`src/rtl/ram_arbiter_if.sv`:
```
// ramif: single-port RAM bus between one master and one slave.
// Ports: addr/wen/wdata/ren driven by master, rdata returned by slave.
interface ramif;
    logic [23:0] addr;
    logic        wen;
    logic [31:0] wdata;
    logic        ren;
    logic [31:0] rdata;

    modport mst (
        output addr,
        output wen,
        output wdata,
        output ren,
        input  rdata
    );

    modport slv (
        input  addr,
        input  wen,
        input  wdata,
        input  ren,
        output rdata
    );
endinterface

```
`src/rtl/ram_arbiter.sv`:
```
// ram_arbiter: two requesters (m0, m1) share one ramif RAM port using
// burst-limited round-robin with zero-latency grant.
// Ports: clk, rst (async, active-low); per requester mN_req/we/addr/wdata in,
//   mN_gnt/rvalid/rdata out; ram (ramif.mst); stat_gnt0/stat_gnt1/stat_conf.
// Build option: define RAM_ARB_STATS_EN to enable the saturating statistics
//   counters; otherwise stat_* are tied to zero and no counter flops exist.
module ram_arbiter #(
    parameter int MAX_BURST = 4,
    parameter int RD_LAT    = 1,
    parameter int STAT_W    = 16
) (
    input  logic              clk,
    input  logic              rst,
    input  logic              m0_req,
    input  logic              m0_we,
    input  logic [23:0]       m0_addr,
    input  logic [31:0]       m0_wdata,
    output logic              m0_gnt,
    output logic              m0_rvalid,
    output logic [31:0]       m0_rdata,
    input  logic              m1_req,
    input  logic              m1_we,
    input  logic [23:0]       m1_addr,
    input  logic [31:0]       m1_wdata,
    output logic              m1_gnt,
    output logic              m1_rvalid,
    output logic [31:0]       m1_rdata,
    ramif.mst                 ram,
    output logic [STAT_W-1:0] stat_gnt0,
    output logic [STAT_W-1:0] stat_gnt1,
    output logic [STAT_W-1:0] stat_conf
);

    localparam int            CW   = $clog2(MAX_BURST + 1);
    localparam logic [CW-1:0] MAXC = CW'(MAX_BURST);

    logic              last_q, last_d;
    logic [CW-1:0]     cnt_q, cnt_d;
    logic [RD_LAT-1:0] rv_q, rv_d;
    logic [RD_LAT-1:0] rid_q, rid_d;

    logic        sel;
    logic        keep;
    logic        any;
    logic        we;
    logic        ren;
    logic        wen;
    logic [23:0] addr;
    logic [31:0] wdata;

    // Owner keeps the port only while its burst is live and unexhausted;
    // cnt==0 (after reset or idle) forces the tie to the other id.
    assign keep = (cnt_q != '0) && (cnt_q < MAXC);
    // Grants are suppressed while reset is held so every output reads 0.
    assign any  = rst && (m0_req || m1_req);

    always_comb begin
        sel = last_q;
        unique case (1'b1)
            (m0_req && !m1_req): sel = 1'b0;
            (m1_req && !m0_req): sel = 1'b1;
            default:             sel = keep ? last_q : ~last_q;
        endcase
    end

    assign m0_gnt = any && !sel;
    assign m1_gnt = any && sel;

    always_comb begin
        we    = 1'b0;
        addr  = '0;
        wdata = '0;
        if (any) begin
            we    = sel ? m1_we    : m0_we;
            addr  = sel ? m1_addr  : m0_addr;
            wdata = sel ? m1_wdata : m0_wdata;
        end
    end

    assign wen       = any && we;
    assign ren       = any && !we;
    assign ram.addr  = addr;
    assign ram.wdata = wdata;
    assign ram.wen   = wen;
    assign ram.ren   = ren;

    always_comb begin
        last_d = last_q;
        cnt_d  = cnt_q;
        if (any) begin
            if (sel == last_q && cnt_q != '0) begin
                cnt_d = (cnt_q == MAXC) ? cnt_q : cnt_q + CW'(1);
            end else begin
                last_d = sel;
                cnt_d  = CW'(1);
            end
        end else begin
            cnt_d = '0;
        end
    end

    // Read-return pipe: one {valid,id} slot per cycle of RAM latency.
    always_comb begin
        rv_d     = rv_q;
        rid_d    = rid_q;
        rv_d[0]  = ren;
        rid_d[0] = sel;
        for (int i = 1; i < RD_LAT; i++) begin
            rv_d[i]  = rv_q[i-1];
            rid_d[i] = rid_q[i-1];
        end
    end

    always_ff @(posedge clk or negedge rst) begin
        if (!rst) begin
            last_q <= 1'b1;
            cnt_q  <= '0;
            rv_q   <= '0;
            rid_q  <= '0;
        end else begin
            last_q <= last_d;
            cnt_q  <= cnt_d;
            rv_q   <= rv_d;
            rid_q  <= rid_d;
        end
    end

    assign m0_rvalid = rv_q[RD_LAT-1] && !rid_q[RD_LAT-1];
    assign m1_rvalid = rv_q[RD_LAT-1] && rid_q[RD_LAT-1];
    assign m0_rdata  = rst ? ram.rdata : '0;
    assign m1_rdata  = rst ? ram.rdata : '0;

`ifdef RAM_ARB_STATS_EN
    logic [STAT_W-1:0] sg0_q, sg0_d;
    logic [STAT_W-1:0] sg1_q, sg1_d;
    logic [STAT_W-1:0] sc_q, sc_d;

    always_comb begin
        sg0_d = sg0_q;
        sg1_d = sg1_q;
        sc_d  = sc_q;
        if (m0_gnt && !(&sg0_q))
            sg0_d = sg0_q + STAT_W'(1);
        if (m1_gnt && !(&sg1_q))
            sg1_d = sg1_q + STAT_W'(1);
        if (m0_req && m1_req && !(&sc_q))
            sc_d = sc_q + STAT_W'(1);
    end

    always_ff @(posedge clk or negedge rst) begin
        if (!rst) begin
            sg0_q <= '0;
            sg1_q <= '0;
            sc_q  <= '0;
        end else begin
            sg0_q <= sg0_d;
            sg1_q <= sg1_d;
            sc_q  <= sc_d;
        end
    end

    assign stat_gnt0 = sg0_q;
    assign stat_gnt1 = sg1_q;
    assign stat_conf = sc_q;
`else
    assign stat_gnt0 = '0;
    assign stat_gnt1 = '0;
    assign stat_conf = '0;
`endif

endmodule

```
`src/flat_wrapper.sv`:
```
// flat-port wrapper written by rule: the top's interface ports become plain ports
module ram_arbiter_flat 
#(
    parameter int MAX_BURST = 4,
    parameter int RD_LAT    = 1,
    parameter int STAT_W    = 16
)
  (clk, rst, m0_req, m0_we, m0_addr, m0_wdata, m0_gnt, m0_rvalid, m0_rdata, m1_req, m1_we, m1_addr, m1_wdata, m1_gnt, m1_rvalid, m1_rdata, stat_gnt0, stat_gnt1, stat_conf, ram_addr, ram_wen, ram_wdata, ram_ren, ram_rdata);
  ramif ram_i ();
  input  logic clk;
  input  logic rst;
  input  logic m0_req;
  input  logic m0_we;
  input  logic [23:0] m0_addr;
  input  logic [31:0] m0_wdata;
  output logic m0_gnt;
  output logic m0_rvalid;
  output logic [31:0] m0_rdata;
  input  logic m1_req;
  input  logic m1_we;
  input  logic [23:0] m1_addr;
  input  logic [31:0] m1_wdata;
  output logic m1_gnt;
  output logic m1_rvalid;
  output logic [31:0] m1_rdata;
  output logic [STAT_W-1:0] stat_gnt0;
  output logic [STAT_W-1:0] stat_gnt1;
  output logic [STAT_W-1:0] stat_conf;
  output wire logic [$bits(ram_i.addr)-1:0] ram_addr;
  output wire logic [$bits(ram_i.wen)-1:0] ram_wen;
  output wire logic [$bits(ram_i.wdata)-1:0] ram_wdata;
  output wire logic [$bits(ram_i.ren)-1:0] ram_ren;
  input wire logic [$bits(ram_i.rdata)-1:0] ram_rdata;
  assign ram_addr = ram_i.addr;
  assign ram_wen = ram_i.wen;
  assign ram_wdata = ram_i.wdata;
  assign ram_ren = ram_i.ren;
  assign ram_i.rdata = ram_rdata;
  ram_arbiter #(.MAX_BURST(MAX_BURST), .RD_LAT(RD_LAT), .STAT_W(STAT_W)) u_core (.clk(clk), .rst(rst), .m0_req(m0_req), .m0_we(m0_we), .m0_addr(m0_addr), .m0_wdata(m0_wdata), .m0_gnt(m0_gnt), .m0_rvalid(m0_rvalid), .m0_rdata(m0_rdata), .m1_req(m1_req), .m1_we(m1_we), .m1_addr(m1_addr), .m1_wdata(m1_wdata), .m1_gnt(m1_gnt), .m1_rvalid(m1_rvalid), .m1_rdata(m1_rdata), .ram(ram_i), .stat_gnt0(stat_gnt0), .stat_gnt1(stat_gnt1), .stat_conf(stat_conf));
endmodule
```
`config.mk`:
```
export PLATFORM = sky130hd
export DESIGN_NAME = ram_arbiter_flat
export DESIGN_NICKNAME = d
export VERILOG_FILES = /design/src/rtl/ram_arbiter_if.sv /design/src/rtl/ram_arbiter.sv /design/src/flat_wrapper.sv
export SDC_FILE = /design/constraint.sdc
export NUM_CORES = 1
export LEC_CHECK = 0
export CAP_MARGIN = 25
export CORE_AREA = 2 2 126 128
export CTS_CLUSTER_SIZE = 12
export DETAILED_ROUTE_END_ITERATION = 6
export DIE_AREA = 0 0 128 130
export PLACE_DENSITY_LB_ADDON = 0.05
export SYNTH_ARGS = -nofsm -noshare
export SYNTH_HDL_FRONTEND = slang
export SYNTH_SLANG_ARGS = --single-unit
```
`constraint.sdc`:
```
create_clock -name clk -period 2.85 [get_ports clk]
set_input_delay 0.4275 -clock clk [delete_from_list [all_inputs] [get_ports clk]]
set_output_delay 0.4275 -clock clk [all_outputs]
set_load 0.01 [all_outputs]
```
==> results of run 1 <==
==> timing repair <==
| action | CTS | global route |
|---|---|---|
| hold buffers | 0 | 0 |
| buffers inserted | 3 | 0 |
| endpoints found under the setup margin | 60 | 59 |
| gates resized for setup | 213 | 6 |
| pin swaps | 4 | 2 |
| cloned | 3 | 2 |
==> cell families after synthesis <==
logic type      share of synthesized area, %
simple gates                            11.5
mux                                    0.403
buf+inv                                 32.2
xor+xnor                               0.313
other cells                            0.134
compound gates                          48.3
fa+ha+maj                               1.79
flops                                   5.41
==> cell type report <==
type | count | area [um^2] | area share (%)
Clock buffer | 4 | 78.8 | 1.40
Timing Repair Buffer | 315 | 3150 | 55.8
Inverter | 6 | 22.5 | 0.400
Multi-Input combinational cell | 284 | 1990 | 35.4
Tap cell | 192 | 240 | 4.26
Sequential cell | 6 | 151 | 2.69
==> flip-flops by register name (all words and copies together), names as in the netlist <==
| signal | cells |
|---|---|
| u_core.rv_q | 1 |
| u_core.last_q | 1 |
| u_core.cnt_q | 3 |
| u_core.rid_q | 1 |
==> synth_stat cells <==
cell	instances
buf_6	5
ha_1	4
nor3_2	1
nand2b_1	3
dfstp_2	1
a21oi_1	57
buf_4	81
clkbuf_1	37
o311ai_0	57
a2111oi_0	3
buf_2	9
nor2b_1	4
o21ba_2	2
inv_1	6
nand3_1	1
nor3_1	4
o31ai_2	1
mux2_2	1
and2_1	33
conb_1	1
and3b_1	1
nand2_1	2
o21a_1	1
o2111ai_1	57
dfrtp_1	5
or4_4	1
buf_1	8
nor2_1	2
xor2_1	1
==> per-stage QoR <==
| stage | instance area [um^2] | util [%] | hold WS, ns | std cells |
|---|---|---|---|---|
| final | 5630 | 36.5 | 0.562 | 807 |
| after global routing | 5630 | 36.5 | 0.600 | 807 |
| after CTS | 5580 | 36.2 | 0.573 | 805 |
| after detailed placement | 5490 | 35.6 | 0.649 | 795 |
| after global placement | 5490 | 35.6 | 0.598 | 795 |
| after floorplan | 2970 | - | 0.132 | 436 |
==> per-layer routing <==
metal | track usage [%] | share of wire (%) | up-vias
met2 | 31.6 | 51 | 220
met5 | 0 | 0 | -
met4 | 2.33 | 1.0 | 0
met3 | 2.99 | 8.0 | 12
li1 | - | - | 1877
met1 | 20.1 | 40 | 1816
==> worst max-delay path: cells and delay by family (launching register included) <==
family,cells,cell delay (ns)
flops,1,0.36
buf+inv,4,0.53
compound gates,2,0.19
simple gates,1,0.65
fa+ha+maj,1,0.31
==> power breakdown <==
part | internal, W | switching [W]
Combinational | 0.000667 | 0.000657
Clock | 0.000186 | 0.0000486
Sequential | 0.0000999 | 0.0000133
Total | 0.000952 | 0.000719
==> worst min path at each step <==
stage                     from               to  slack, ns  depth (start not counted)
2_1_floorplan              rst  u_core.cnt_q[0]       0.13                          0
3_3_place_gp   u_core.cnt_q[0]  u_core.cnt_q[0]       0.60                          2
3_5_place_dp   u_core.cnt_q[0]  u_core.cnt_q[0]       0.65                          2
4_1_cts                    rst  u_core.cnt_q[1]       0.57                          2
5_1_grt                    rst  u_core.cnt_q[0]       0.60                          2
6_report                   rst  u_core.cnt_q[1]       0.56                          2
==> qor.csv, run 1 <==
stage;metric;value;unit
run_status;status;complete, no violations;
clocking;CTS tree;yes;
setup_path;CP Launch Point;u_core.cnt_q[0];
global_routing;largest net degree at the start of global routing;46;
setup_path;WP data required;2.42;ns
yosys;synth warn;0;
pwr;Power per Cell Area;297;mW/mm^2
clocking;clk_lat worst skew;0.23;ns
final_layout;layout cell share with drive strength beyond 1;17.6;%
sta;Final setup viols;0;
clocking;cts bufs inserted;3;
route;Via Count;3925;
route;DRC errors left;0;
setup_path;Worst R2R Start;u_core.cnt_q[0];
sta;TNS Setup;0;ns
yosys;Synth Cell Area;0.00280;mm^2
global_routing;antenna violations before repair;0;
clocking;root buf cell;clkbuf_16;
route;drt initial violations;162;
sta;Worst Tran Pin Value;0.491;ns
yosys;Post-Synthesis Cells;389;
floorplanning;Die Y-Extent;130;um
place;GPL Wtd Cong;0.787;
clocking;Max Root-Sink Buffers;2;
sta;Tmin final;2.71;ns
setup_path;CP Max Fanout;5;
sta;Final Hold Fails;0;
yosys;Syn Area/Cell;7.19;um^2
sta;Slew HR;66.8;%
global_routing;first-pass GRT wire length;22000;um
route;DRT Pass-1 Iters;6;
sta;RSZ-0062 raised after global routing;false;
route;drt via density;4.86;
setup_path;Reg2Reg Depth;5;
yosys;Yosys top cell by area;buf_4;
setup_path;CP Cell Sequence;inv_1 > ha_1 > or4_4 > buf_12 > clkbuf_16 > o2111ai_1 > a21oi_1 > buf_2;
pwr;Leak Pwr;2.14;nW
floorplanning;die area;0.0166;mm^2
floorplanning;# IOs;324;
final_layout;most frequent cells in the layout;clkdlybuf4s50_1, a21oi_1, o2111ai_1;
sta;Slew Viols, Final;0;
pwr;Max VDD drop;179;uV
setup_path;critical path launch point type;register;
sta;Worst Clk Skew;0.00408;ns
pwr;overall power;0.00167;W
sta;final worst-path cycle share;95.2;%
final_layout;Fill cells;1647;
setup_path;Worst setup EP type;primary output;
setup_path;Worst path max stage delay;0.65;ns
global_routing;GRT Util Overall;16.7;%
place;Post-DP HPWL;11500;um
worst_hold_path;Tightest Hold Check Type;in2async;
place;worst slack, placed;-0.377;ns
setup_path;FF-to-FF End;u_core.rv_q;
setup_path;Reg2Reg Setup Slack;1.01;ns
clocking;clk sinks;6;
setup_path;critical path endpoint;ram_wdata[18];
place;port bufs;275;
global_routing;overflow left after global routing;0;
yosys;Seq cells post-synth;6;
yosys;post-synth top area share;21.7;%
clocking;H-tree levels;1;
job;Max Cap Viol;0;
final_layout;P&R area growth vs syn;101;%
yosys;main area contributors after synthesis;buf_4, o2111ai_1, o311ai_0;
yosys;Yosys cell types;29;
floorplanning;core box area;0.0154;mm^2
sta;final setup margin;0.136;ns
setup_path;Crit-path slowest cell;or4_4;
floorplanning;row cnt;46;
final_layout;commonest non-fill, non-tap cell in the layout;clkdlybuf4s50_1;
yosys;Seq/Total Area, Yosys;5.41;%
final_layout;Layout Nets;770;
clocking;Worst-path clk slew;0.04;ns
floorplanning;Initial Util;18.1;%
sta;achievable clock frequency;368;MHz
global_routing;number of global-route vias before repair;3701;
floorplanning;Horiz. Die Dim;128;um
setup_path;CP arrival;2.29;ns
final_layout;ant diodes;0;
route;Routed Wire Length;15300;um
route;wire length per cell;18.9;um
route;post-route antenna net violation count;0;
setup_path;crit path kind;reg2out;
Note: power is estimated with default switching activity, not from simulation.
==> run 2, diff against run 1 <==
--- a/config.mk
+++ b/config.mk
@@ -5,7 +5,7 @@
 export SDC_FILE = /design/constraint.sdc
 export NUM_CORES = 1
 export LEC_CHECK = 0
-export CAP_MARGIN = 25
+export CAP_MARGIN = 40
 export CORE_AREA = 2 2 126 128
 export CTS_CLUSTER_SIZE = 12
 export DETAILED_ROUTE_END_ITERATION = 6
==> results of run 2 <==
Same layout as run 1: the final DEF is identical, and so are final timing and power.
